File: src/rtl/i2c_target_responder_if.sv
// Bus-side signal bundle for the I2C target responder: pins, status pulses and
// the read/write byte handshake.
interface i2c_target_responder_if;
    logic       scl_in;
    logic       sda_in;
    logic       sda_oe;
    logic       addr_match;
    logic       rw;
    logic [7:0] rx_data;
    logic       rx_valid;
    logic       tx_req;
    logic [7:0] tx_data;
    logic       busy;
    logic       stop_det;

    modport slave (
        input  scl_in, sda_in, tx_data,
        output sda_oe, addr_match, rw, rx_data, rx_valid, tx_req, busy, stop_det
    );

    modport master (
        output scl_in, sda_in, tx_data,
        input  sda_oe, addr_match, rw, rx_data, rx_valid, tx_req, busy, stop_det
    );
endinterface

File: src/rtl/i2c_target_responder.sv
// I2C target engine: synchronises SCL/SDA, detects START/STOP, ACKs OWN_ADDR,
// receives write bytes and serves read bytes. Only ever pulls SDA low.
module i2c_target_responder #(
    parameter logic [6:0]  OWN_ADDR    = 7'h50,
    parameter int unsigned SYNC_STAGES = 2
) (
    input logic                   clk,
    input logic                   rst_n,
    i2c_target_responder_if.slave bus
);
    typedef enum logic [2:0] {
        IDLE, ADDR, ADDR_ACK, WR_DATA, WR_ACK, RD_DATA, RD_ACK, IGNORE
    } state_e;

    state_e                 state_q, state_d;
    logic [SYNC_STAGES-1:0] scl_sync_q, scl_sync_d, sda_sync_q, sda_sync_d;
    logic                   scl_prev_q, scl_prev_d, sda_prev_q, sda_prev_d;
    logic [2:0]             cnt_q, cnt_d;
    logic [7:0]             shift_q, shift_d;
    logic [7:0]             rx_data_q, rx_data_d;
    logic                   byte_done_q, byte_done_d;
    logic                   sda_oe_q, sda_oe_d;
    logic                   rw_q, rw_d;
    logic                   busy_q, busy_d;
    logic                   addr_match_q, addr_match_d;
    logic                   rx_valid_q, rx_valid_d;
    logic                   tx_req_q, tx_req_d;
    logic                   stop_det_q, stop_det_d;

    logic scl_s, sda_s, scl_rise, scl_fall, start_evt, stop_evt;

    assign scl_s     = scl_sync_q[SYNC_STAGES-1];
    assign sda_s     = sda_sync_q[SYNC_STAGES-1];
    assign scl_rise  = scl_s & ~scl_prev_q;
    assign scl_fall  = ~scl_s & scl_prev_q;
    assign start_evt = scl_s & sda_prev_q & ~sda_s;
    assign stop_evt  = scl_s & ~sda_prev_q & sda_s;

    // Synchronisers reset to the idle-high bus level so release of reset
    // never looks like a STOP.
    always_ff @(posedge clk or negedge rst_n) begin
        if (!rst_n) begin
            scl_sync_q   <= '1;
            sda_sync_q   <= '1;
            scl_prev_q   <= 1'b1;
            sda_prev_q   <= 1'b1;
            state_q      <= IDLE;
            cnt_q        <= '0;
            shift_q      <= '0;
            rx_data_q    <= '0;
            byte_done_q  <= 1'b0;
            sda_oe_q     <= 1'b0;
            rw_q         <= 1'b0;
            busy_q       <= 1'b0;
            addr_match_q <= 1'b0;
            rx_valid_q   <= 1'b0;
            tx_req_q     <= 1'b0;
            stop_det_q   <= 1'b0;
        end else begin
            scl_sync_q   <= scl_sync_d;
            sda_sync_q   <= sda_sync_d;
            scl_prev_q   <= scl_prev_d;
            sda_prev_q   <= sda_prev_d;
            state_q      <= state_d;
            cnt_q        <= cnt_d;
            shift_q      <= shift_d;
            rx_data_q    <= rx_data_d;
            byte_done_q  <= byte_done_d;
            sda_oe_q     <= sda_oe_d;
            rw_q         <= rw_d;
            busy_q       <= busy_d;
            addr_match_q <= addr_match_d;
            rx_valid_q   <= rx_valid_d;
            tx_req_q     <= tx_req_d;
            stop_det_q   <= stop_det_d;
        end
    end

    always_comb begin
        scl_sync_d   = {scl_sync_q[SYNC_STAGES-2:0], bus.scl_in};
        sda_sync_d   = {sda_sync_q[SYNC_STAGES-2:0], bus.sda_in};
        scl_prev_d   = scl_s;
        sda_prev_d   = sda_s;
        state_d      = state_q;
        cnt_d        = cnt_q;
        shift_d      = shift_q;
        rx_data_d    = rx_data_q;
        byte_done_d  = byte_done_q;
        sda_oe_d     = sda_oe_q;
        rw_d         = rw_q;
        busy_d       = busy_q;
        addr_match_d = 1'b0;
        rx_valid_d   = 1'b0;
        tx_req_d     = 1'b0;
        stop_det_d   = 1'b0;

        if (start_evt) begin
            state_d     = ADDR;
            cnt_d       = '0;
            sda_oe_d    = 1'b0;
            busy_d      = 1'b1;
            byte_done_d = 1'b0;
        end else if (stop_evt) begin
            state_d     = IDLE;
            cnt_d       = '0;
            sda_oe_d    = 1'b0;
            busy_d      = 1'b0;
            stop_det_d  = 1'b1;
            byte_done_d = 1'b0;
        end else begin
            // byte_done marks "8th rise seen, act on the coming fall".
            case (state_q)
                ADDR: begin
                    if (scl_rise) begin
                        shift_d = {shift_q[6:0], sda_s};
                        cnt_d   = cnt_q + 3'd1;
                        if (cnt_q == 3'd7) begin
                            if (shift_q[6:0] == OWN_ADDR) begin
                                addr_match_d = 1'b1;
                                rw_d         = sda_s;
                                byte_done_d  = 1'b1;
                            end else begin
                                state_d = IGNORE;
                            end
                        end
                    end else if (scl_fall && byte_done_q) begin
                        byte_done_d = 1'b0;
                        sda_oe_d    = 1'b1;
                        state_d     = ADDR_ACK;
                    end
                end
                ADDR_ACK: begin
                    if (scl_rise) begin
                        tx_req_d = rw_q;
                    end else if (scl_fall) begin
                        cnt_d = '0;
                        if (rw_q) begin
                            shift_d  = bus.tx_data;
                            sda_oe_d = ~bus.tx_data[7];
                            state_d  = RD_DATA;
                        end else begin
                            sda_oe_d = 1'b0;
                            state_d  = WR_DATA;
                        end
                    end
                end
                WR_DATA: begin
                    if (scl_rise) begin
                        shift_d = {shift_q[6:0], sda_s};
                        cnt_d   = cnt_q + 3'd1;
                        if (cnt_q == 3'd7) begin
                            rx_data_d   = {shift_q[6:0], sda_s};
                            rx_valid_d  = 1'b1;
                            byte_done_d = 1'b1;
                        end
                    end else if (scl_fall && byte_done_q) begin
                        byte_done_d = 1'b0;
                        sda_oe_d    = 1'b1;
                        state_d     = WR_ACK;
                    end
                end
                WR_ACK: begin
                    if (scl_fall) begin
                        sda_oe_d = 1'b0;
                        state_d  = WR_DATA;
                    end
                end
                RD_DATA: begin
                    if (scl_fall) begin
                        if (cnt_q == 3'd7) begin
                            cnt_d    = '0;
                            sda_oe_d = 1'b0;
                            state_d  = RD_ACK;
                        end else begin
                            cnt_d    = cnt_q + 3'd1;
                            shift_d  = {shift_q[6:0], 1'b0};
                            sda_oe_d = ~shift_q[6];
                        end
                    end
                end
                RD_ACK: begin
                    if (scl_rise) begin
                        if (!sda_s) begin
                            tx_req_d    = 1'b1;
                            byte_done_d = 1'b1;
                        end else begin
                            state_d = IGNORE;
                        end
                    end else if (scl_fall && byte_done_q) begin
                        byte_done_d = 1'b0;
                        cnt_d       = '0;
                        shift_d     = bus.tx_data;
                        sda_oe_d    = ~bus.tx_data[7];
                        state_d     = RD_DATA;
                    end
                end
                IGNORE: sda_oe_d = 1'b0;
                default: ;
            endcase
        end
    end

    assign bus.sda_oe     = sda_oe_q;
    assign bus.addr_match = addr_match_q;
    assign bus.rw         = rw_q;
    assign bus.rx_data    = rx_data_q;
    assign bus.rx_valid   = rx_valid_q;
    assign bus.tx_req     = tx_req_q;
    assign bus.busy       = busy_q;
    assign bus.stop_det   = stop_det_q;
endmodule

File: src/flat_wrapper.sv
// flat-port wrapper written by rule: the top's interface ports become plain ports
module i2c_target_responder_flat 
#(
    parameter logic [6:0]  OWN_ADDR    = 7'h50,
    parameter int unsigned SYNC_STAGES = 2
)
  (clk, rst_n, bus_scl_in, bus_sda_in, bus_tx_data, bus_sda_oe, bus_addr_match, bus_rw, bus_rx_data, bus_rx_valid, bus_tx_req, bus_busy, bus_stop_det);
  i2c_target_responder_if bus_i ();
  input logic clk;
  input logic rst_n;
  input wire logic [$bits(bus_i.scl_in)-1:0] bus_scl_in;
  input wire logic [$bits(bus_i.sda_in)-1:0] bus_sda_in;
  input wire logic [$bits(bus_i.tx_data)-1:0] bus_tx_data;
  output wire logic [$bits(bus_i.sda_oe)-1:0] bus_sda_oe;
  output wire logic [$bits(bus_i.addr_match)-1:0] bus_addr_match;
  output wire logic [$bits(bus_i.rw)-1:0] bus_rw;
  output wire logic [$bits(bus_i.rx_data)-1:0] bus_rx_data;
  output wire logic [$bits(bus_i.rx_valid)-1:0] bus_rx_valid;
  output wire logic [$bits(bus_i.tx_req)-1:0] bus_tx_req;
  output wire logic [$bits(bus_i.busy)-1:0] bus_busy;
  output wire logic [$bits(bus_i.stop_det)-1:0] bus_stop_det;
  assign bus_i.scl_in = bus_scl_in;
  assign bus_i.sda_in = bus_sda_in;
  assign bus_i.tx_data = bus_tx_data;
  assign bus_sda_oe = bus_i.sda_oe;
  assign bus_addr_match = bus_i.addr_match;
  assign bus_rw = bus_i.rw;
  assign bus_rx_data = bus_i.rx_data;
  assign bus_rx_valid = bus_i.rx_valid;
  assign bus_tx_req = bus_i.tx_req;
  assign bus_busy = bus_i.busy;
  assign bus_stop_det = bus_i.stop_det;
  i2c_target_responder #(.OWN_ADDR(OWN_ADDR), .SYNC_STAGES(SYNC_STAGES)) u_core (.clk(clk), .rst_n(rst_n), .bus(bus_i));
endmodule
File: config.mk
export PLATFORM = sky130hd
export DESIGN_NAME = i2c_target_responder_flat
export DESIGN_NICKNAME = d
export VERILOG_FILES = /design/src/rtl/i2c_target_responder_if.sv /design/src/rtl/i2c_target_responder.sv /design/src/flat_wrapper.sv
export SDC_FILE = /design/constraint.sdc
export NUM_CORES = 1
export LEC_CHECK = 0
export ABC_CLOCK_PERIOD_IN_PS = 3000
export CAP_MARGIN = 0
export CORE_MARGIN = 8
export CORE_UTILIZATION = 25
export CTS_BUF_LIST = sky130_fd_sc_hd__clkbuf_4 sky130_fd_sc_hd__clkbuf_8
export DETAILED_ROUTE_END_ITERATION = 10
export PLACE_DENSITY = 0.43
export SYNTH_ARGS = -nofsm -noshare
export SYNTH_HDL_FRONTEND = slang
export SYNTH_SLANG_ARGS = --single-unit
File: constraint.sdc
create_clock -name clk -period 3 [get_ports clk]
set_input_delay 0.45 -clock clk [delete_from_list [all_inputs] [get_ports clk]]
set_output_delay 0.45 -clock clk [all_outputs]
set_load 0.005 [all_outputs]
# == Yosys cells after proc, flatten, opt, wreduce, memory -nomap -nowiden ==
# Cells that the tools add are included.
# word_totals
register_bits,35
in_bits,12
wordCells,165
# classes
addsub,1
eq_ne,37
mux,82
bitwise,14
n_reduce_logical,15
# ops
operator,n
3-bit 2-to-1 mux,26
7-bit 2-to-1 mux,8
1-bit 2-to-1 mux,42
4-bit by 1-bit inequality test with 1-bit output (second input constant),8
7-bit case mux with 4 select lines,1
5-bit inequality test (second input constant),5
3-bit case mux with 6 select lines,1
4-bit inequality test (second input constant),4
8-bit nonzero test,2
3-bit equality test (second input constant),5
13-bit AND reduction,1
3-bit case mux with 4 select lines,1
11-bit AND reduction,1
2-bit by 1-bit inequality test with 1-bit output (second input constant),5
5-bit by 1-bit inequality test with 1-bit output (second input constant),2
5-bit AND reduction,2
9-bit AND reduction,1
1-bit inverter,8
7-bit equality test (second input constant),1
7-bit AND reduction,1
1-bit bitwise AND,6
3-bit by 2-bit equality test with 1-bit output (second input constant),2
2-bit inequality test (second input constant),3
1-bit case mux with 6 select lines,1
other kinds (12),12

# == Depth between registers and ports, before layout ==
# Gate-level depths: netlist of run 1.
# depth
word_depth,8
mapped_depth,7
depth_no_buf,7

# == Worst setup path before layout of run 1 ==
# Ideal clock, no wire load.
# synth_timing
path_type,register -> register
from,register u_core.cnt_q[0]
to,register u_core.shift_q[0]
setup_time_ns,0.125
arrival_ns,1.940
required_time_ns,2.875
slack_ns,0.935
stages_incl_launch_ff,7
period_less_slack_ns,2.065
cell_sequence,dfrtp_1 > ha_1 > ha_1 > nor3_1 > o21ai_0 > a2111oi_4 > mux2_2
# synth_between
elab_chain_cells,3
# synth_rtl
item,line,rtl
from (decl),i2c_target_responder.sv:18,"logic [2:0] cnt_q, cnt_d;"
from (signal assigned),i2c_target_responder.sv:65,cnt_q <= cnt_d;
3-bit equality test,i2c_target_responder.sv:170,if (cnt_q == 3'd7) begin
2-bit inequality test (no source line),-,
11-bit AND reduction (no source line),-,
to (signal assigned),i2c_target_responder.sv:66,shift_q <= shift_d;
to (decl),i2c_target_responder.sv:19,"logic [7:0] shift_q, shift_d;"
# No other way between the ends.
# A chain may end at the register's enable or synchronous reset.

# == Final worst setup path of run 1 ==
# layout_timing
from,register u_core.state_q[0]
to,register u_core.shift_q[5]
# layout_between
elab_chain_cells,4
elab_cells_between_ends,17
# layout_rtl
item,line,rtl
from (decl),i2c_target_responder.sv:15,"state_e state_q, state_d;"
from (signal assigned),i2c_target_responder.sv:64,state_q <= state_d;
3-bit by 1-bit equality test with 1-bit output / 3-bit by 2-bit equality test with 1-bit output (equally long branches),i2c_target_responder.sv:112,case (state_q)
2-bit OR reduction (no source line),-,
2-bit by 1-bit inequality test with 1-bit output (no source line) / 4-bit nonzero test (equally long branches),-,
11-bit AND reduction (no source line),-,
# Parallel ways exist; a longest one is shown, timed or not.

==> reports/results.ini, run 1 <==
[synthesis]
dominantRegCellSynth = dfrtp_1
yosysTopAreaCell = dfrtp_1
yosysSeqAreaShare_pct = 45.3
synth_edf_count = 0
ys_seq_elements = 35
synthArstFlopShare_pct = 100
netlist_instances = 184
yosysTopAreaCellShare_pct = 37.2
netlist_area_mm2 = 0.00195
ys_types = 47
syn_nets = 198
yosys_warnings = 0
yosys-top-cells-area = dfrtp_1 37%, mux2_2 12%, dfstp_2 8.1%, a21oi_1 4.6%, o21ai_0 3.3%
synth.avg_cell_area_um2 = 10.6

[detailed_routing]
via_per_inst = 4.71
drc = 0
wl_per_cell_um = 15.4
drt_iter0_drc = 99
num_vias = 1468
wirelength_mm = 4.79
firstDrtPassIters = 4
ant_nets = 0

[worst_setup_path]
critical_path_class = flip-flop to flip-flop
regToRegStartpoint = u_core.state_q[0]
crit_path_start = u_core.state_q[0]
arrival_ns = 2.50
crit_slowest_cell = a2111oi_4
worstSetupEndpointType = flip-flop
rrSetupSlack_ns = 0.67
reg2reg_depth = 5
critPathTopFamily = compound AO/OA/AOI/OAI gates
slowest_delay_ns = 0.64
worstPathCellList = buf_4, nor2b_1, a21oi_1, a2111oi_4, mux2_2
worst_setup_path_start_kind = flip-flop
crit_fanout = 13
path_buf_inv = 1
r2r_end = u_core.shift_q[5]
cp_data_required_time_ns = 3.17

[sta]
max_slew_margin_pct = 47.7
fin_tns_setup_ns = 0
final_max_slew_viol_count = 0
worst_pin_slew_ns = 0.785
fin_crit_sh_pct = 77.7
rsz0062_at_grt = no
skew_ns = 0.00382
max_freq_mhz = 429
hold_viol = 0
setup_viol = 0
post-route-min-period_ns = 2.33

[clocking]
clk_pin_slew_worst_paths_ns = 0.07
cts_tree = built
postCtsResizedCells = 0
cts_root_buffer = clkbuf_8
hold_buffers = 0
cts_made_buffers = 5
cts_setup_buffers = 0
cts_max_level = 2
clock_sinks = 35
clock_latency_ns = 0.29
cts_max_path_buffers = 2

[run]
max-cap-violations = 0

[floorplanning]
die-area_mm2 = 0.0109
fp.dieH_um = 104
die_x_um = 104
rows = 32
coreArea_mm2 = 0.00765
initial_core_util_pct = 25.5
ios = 27

[grt]
antenna_found_initial = 0
grt.overflow.total = 0
grt_pass1_wl_mm = 8.06
grt_max_degree = 36
grt_pass1_vias = 1556
grt_usage_pct = 9.22

[placement]
place_congestion = 0.780
place_area_mm2 = 0.00229
place_hpwl_mm = 3.43
port_buffers = 26

[finish]
num-nets-final = 223
drive_gt1_share_pct = 21.4
diodes = 0
fin_area_mm2 = 0.00239
syn_to_final_growth_pct = 22.6
fillers = 810

[power]
power-per-cell-area_mw_per_mm2 = 748
peakVddDrop_v = 0.000253
cellLeakagePower_nw = 0.992
p_total_w = 0.00179

[status]
status = completed

[hold_path]
hp-class = input port to async pin

==> cell usage in the layout (no fill, tap or decap), types with 2 or more instances in the layout <==
cell type         n
or3b_1            2
nand2_1           9
nor3_1            3
a21oi_1          18
and3b_1           3
nor3b_1           5
mux2i_1           3
buf_4             5
dfstp_2           6
and3_1            2
dfrtp_1          29
nor2b_1           3
nand3b_1          3
o21bai_1          2
o21ai_0          13
mux2_2           21
inv_1             7
o22ai_1           3
nor2_1            5
a2bb2oi_1         2
a21boi_0          2
o32a_1            2
clkdlybuf4s50_1  25
ha_1              2
nand2b_1          6
clkbuf_8          7
==> stage by stage <==
| stage | instances | util [%] | hold WS [ns] | worst slack, ns |
|---|---|---|---|---|
| global route | 312 | 31.3 | 0.306 | 0.528 |
| detailed placement | 304 | 29.9 | 0.348 | 0.655 |
| global placement | 304 | 29.9 | 0.347 | 0.696 |
| floorplan | 184 | - | 0.154 | 0.935 |
| finish | 312 | 31.3 | 0.240 | 0.669 |
| CTS | 312 | 31.3 | 0.268 | 0.641 |
==> cell families (layout without fill, tap and decap cells) <==
group	after synthesis	count (layout)	share of synthesized area, %
AOI/OAI and AO/OA	53	53	18.3
and+or+nand+nor	48	48	15.1
DFF	35	35	45.3
muxes	24	24	13.7
buffers and inverters	21	47	5.84
adders and majority gates	2	2	1.28
xor gates and xnor gates	1	1	0.449
==> routing by layer <==
metal  GRT usage [%]  vias up  part of all wire, %
met1            12.2      709                   49
met4            4.03        0                  1.7
met3            2.97        7                  4.4
met5               0        -                    0
met2            13.3       34                   45
li1                -      718                    -
==> worst reg2reg max path: stages (launching register included) <==
cell and delay (ns):
dfrtp_1 0.46, buf_4 0.21, nor2b_1 0.37, a21oi_1 0.13
a2111oi_4 0.64, mux2_2 0.40
==> cells in the mapped netlist, types with 3 or more instances <==
library cell  number
nand2_1            9
o21ai_0           13
nor2_1             5
buf_6              3
nor3_1             3
mux2i_1            3
nor3b_1            5
mux2_2            21
clkbuf_1           4
nor2b_1            3
dfstp_2            6
dfrtp_1           29
and3b_1            3
o22ai_1            3
inv_1              7
buf_2              4
nand3b_1           3
a21oi_1           18
nand2b_1           6
==> worst max-delay path by stage <==
| stage | end | slack (ns) | depth (start not counted) |
|---|---|---|---|
| after global placement | u_core.shift_q[1] | 0.70 | 6 |
| after detailed placement | u_core.shift_q[4] | 0.66 | 6 |
| after global routing | u_core.shift_q[3] | 0.53 | 5 |
| final | u_core.shift_q[5] | 0.67 | 5 |
| after floorplan | u_core.shift_q[0] | 0.94 | 6 |
| after CTS | u_core.shift_q[4] | 0.64 | 6 |
==> state kept, by name, summed over array words and instances, names as in the netlist <==
register / count
u_core.bus.addr_match: 1
u_core.bus.busy: 1
u_core.bus.rw: 1
u_core.bus.rx_data: 8
u_core.bus.rx_valid: 1
u_core.bus.sda_oe: 1
u_core.bus.stop_det: 1
u_core.bus.tx_req: 1
u_core.byte_done_q: 1
u_core.cnt_q: 3
u_core.scl_prev_q: 1
u_core.scl_sync_q: 2
u_core.sda_prev_q: 1
u_core.sda_sync_q: 2
u_core.shift_q: 7
u_core.state_q: 3
==> final cells by class <==
cell class              instances  area [um2]  area share (%)
well taps                     102         128            5.34
clock buffers                   8         104            4.34
flip-flops and latches         35         883            36.9
inverters                       8        30.0            1.26
multi-input cells             128         953            39.9
repair buffers                 31         293            12.2
==> power by group <==
group / internal (W) / switching, W / total (W) / leakage (nW)
clock: 0.000219 / 0.000169 / 0.000388 / 0.0549
sequential: 0.000568 / 0.000131 / 0.000699 / 0.443
combinational: 0.000360 / 0.000343 / 0.000702 / 0.494
total: 0.00115 / 0.000643 / 0.00179 / 0.992
No activity file was read; power rests on OpenSTA's default activity.
==> run 2: changes to the inputs <==
ABC_CLOCK_PERIOD_IN_PS = 2200   (was 3000)
clock period = 2.2 ns   (was 3 ns; I/O delays follow)
==> run 2 against run 1 <==
Compared with the run above: via count increased by 3.4%; worst setup slack got worse by 0.55 ns; clock skew about the same; sequential power increased by 32%; register-to-register slack got worse by 0.55 ns; sequential cell count unchanged; critical path depth increased by 2; critical endpoint unchanged.
==> reports/results.ini, run 2 (same netlist as run 1, synthesis figures left out) <==
[sta]
post-route-min-period_ns = 2.08  ; -0.247 ns
setup_viol = 0  ; unchanged
max_slew_margin_pct = 46.5  ; -1.2 points
final_max_slew_viol_count = 0  ; unchanged
max_freq_mhz = 480  ; +12%
skew_ns = 0.00406  ; +0.000238 ns
fin_tns_setup_ns = 0  ; unchanged
rsz0062_at_grt = no
hold_viol = 0  ; unchanged
fin_crit_sh_pct = 94.8  ; +17 points
setup_slack_ns = 0.115  ; -0.553 ns
worst_pin_slew_ns = 0.803  ; +0.0180 ns

[floorplanning]
rows = 32  ; unchanged
coreArea_mm2 = 0.00765  ; unchanged
die_x_um = 104  ; unchanged
ios = 27  ; unchanged
initial_core_util_pct = 25.5  ; unchanged
die-area_mm2 = 0.0109  ; unchanged
fp.dieH_um = 104  ; unchanged

[placement]
port_buffers = 26  ; unchanged
place_congestion = 0.779  ; -0.21%
dp_worst_setup_slack_ns = 0.119  ; -0.536 ns
place_hpwl_mm = 3.56  ; +3.8%

[power]
pwr-share-seq_pct = 37.2  ; -1.9 points
cellLeakagePower_nw = 1.04  ; +5.0%
power-per-cell-area_mw_per_mm2 = 1010  ; +35%
p_total_w = 0.00248  ; +39%
p_comb_share_pct = 43.4  ; +4.1 points
intPower_w = 0.00158  ; +38%
netSwitchingFraction_pct = 36.4  ; +0.45 points
peakVddDrop_v = 0.000343  ; +36%
clkPwrFrac_pct = 19.4  ; -2.3 points
p_sw_w = 0.000904  ; +41%

[grt]
antenna_found_initial = 0  ; unchanged
grt_pass1_vias = 1574  ; +1.2%
grt_max_degree = 36  ; unchanged
grt_usage_pct = 9.20  ; -0.020 points
grt_pass1_wl_mm = 8.17  ; +1.4%
grt.overflow.total = 0  ; unchanged

[detailed_routing]
num_vias = 1518  ; +3.4%
ant_nets = 0  ; unchanged
via_per_inst = 4.70  ; -0.12%
drc = 0  ; unchanged
wirelength_mm = 4.94  ; +3.2%
wl_per_cell_um = 15.3  ; -0.36%
firstDrtPassIters = 4  ; unchanged
drt_iter0_drc = 66  ; -33%

[run]
max-cap-violations = 0  ; unchanged

[worst_setup_path]
arrival_ns = 2.26  ; -0.24 ns
rrSetupSlack_ns = 0.12  ; -0.55 ns
worst_setup_path_start_kind = flip-flop
worstSetupEndpointType = flip-flop
crit_fanout = 7  ; -6
critical_path_class = flip-flop to flip-flop
reg2reg_depth = 7  ; +2
cp_data_required_time_ns = 2.37  ; -0.80 ns

[clocking]
cts_max_level = 2  ; unchanged
clk_pin_slew_worst_paths_ns = 0.07  ; about the same
cts_made_buffers = 5  ; unchanged
clock_latency_ns = 0.28  ; about the same
clock_sinks = 35  ; unchanged
cts_root_buffer = clkbuf_8
cts_max_path_buffers = 2  ; unchanged
cts_tree = built
hold_buffers = 0  ; unchanged

[finish]
syn_to_final_growth_pct = 26.4
largest_reg_flops = 8  ; unchanged
drive_gt1_share_pct = 25.8  ; +4.4 points
num-nets-final = 234  ; +4.9%
final_common_cell = dfrtp_1
diodes = 0  ; unchanged
final_cell_mix = 29 x dfrtp_1, 25 x clkdlybuf4s50_1, 21 x mux2_2

[hold_path]
hp-class = input port to async pin

[status]
status = completed

## run 2: changes by cell type in the layout (fill, tap and decap cells not counted)
cell	change
buf_4	+11
clkbuf_8	-2
clkbuf_4	+1
clkinv_2	+1
nor4bb_1	-1
nor4bb_2	+1
## run 2: cell type report
| cell class | count | area (um2) |
|---|---|---|
| inverters | 8 | 30.0 |
| flip-flops and latches | 35 | 883 |
| clock inverters | 1 | 5.00 |
| fillers | 803 | 5180 |
| repair buffers | 42 | 375 |
| clock buffers | 7 | 83.8 |
| well taps | 102 | 128 |
| multi-input cells | 128 | 960 |
## run 2: timing repair
item | in CTS | in global routing
endpoints found under the setup margin | 0 | 1
buffers inserted | 0 | 0
gates resized for setup | 0 | 1
## run 2: path summary, 6_finish.rpt
kind,startpoint,endpoint
setup reg to reg,u_core.cnt_q[0],u_core.shift_q[5]
setup / recovery,u_core.cnt_q[0],u_core.shift_q[5]
hold / removal,rst_n,u_core.bus.busy
hold reg to reg,u_core.scl_sync_q[0],u_core.scl_sync_q[1]
min in group clk,u_core.scl_sync_q[0],u_core.scl_sync_q[1]
max in group asynchronous,rst_n,u_core.shift_q[5]
## run 2: per-layer routing
layer	track usage, %	wire, um
met1	11.7	2450
met2	14.2	2170
met3	2.97	232
met4	3.31	88
met5	0	0
## run 2: power groups by stage
stage	Sequential (W)	Combinational, W	Clock [W]
2_1_floorplan	0.000858	0.000808	0
3_3_place_gp	0.000937	0.00108	0
3_5_place_dp	0.000935	0.00107	0
4_1_cts	0.000924	0.00108	0.000501
5_1_grt	0.000950	0.00119	0.000531
6_report	0.000923	0.00108	0.000482
## run 2: worst max-delay path, cell delays in order (launching register included)
cell       delay, ns
dfrtp_1         0.40
ha_1            0.21
ha_1            0.19
nor3_1          0.15
o21ai_0         0.14
a2111oi_4       0.33
buf_4           0.21
mux2_2          0.34
## run 2: per-stage QoR
step                      cells  instance area, um2  util (%)  hold WS (ns)
after floorplan             184                1950         -        0.0344
after global placement      315                2370      31.0         0.347
after detailed placement    315                2370      31.0         0.347
after CTS                   323                2460      32.1         0.164
after global routing        323                2460      32.2         0.205
final                       323                2460      32.2         0.127
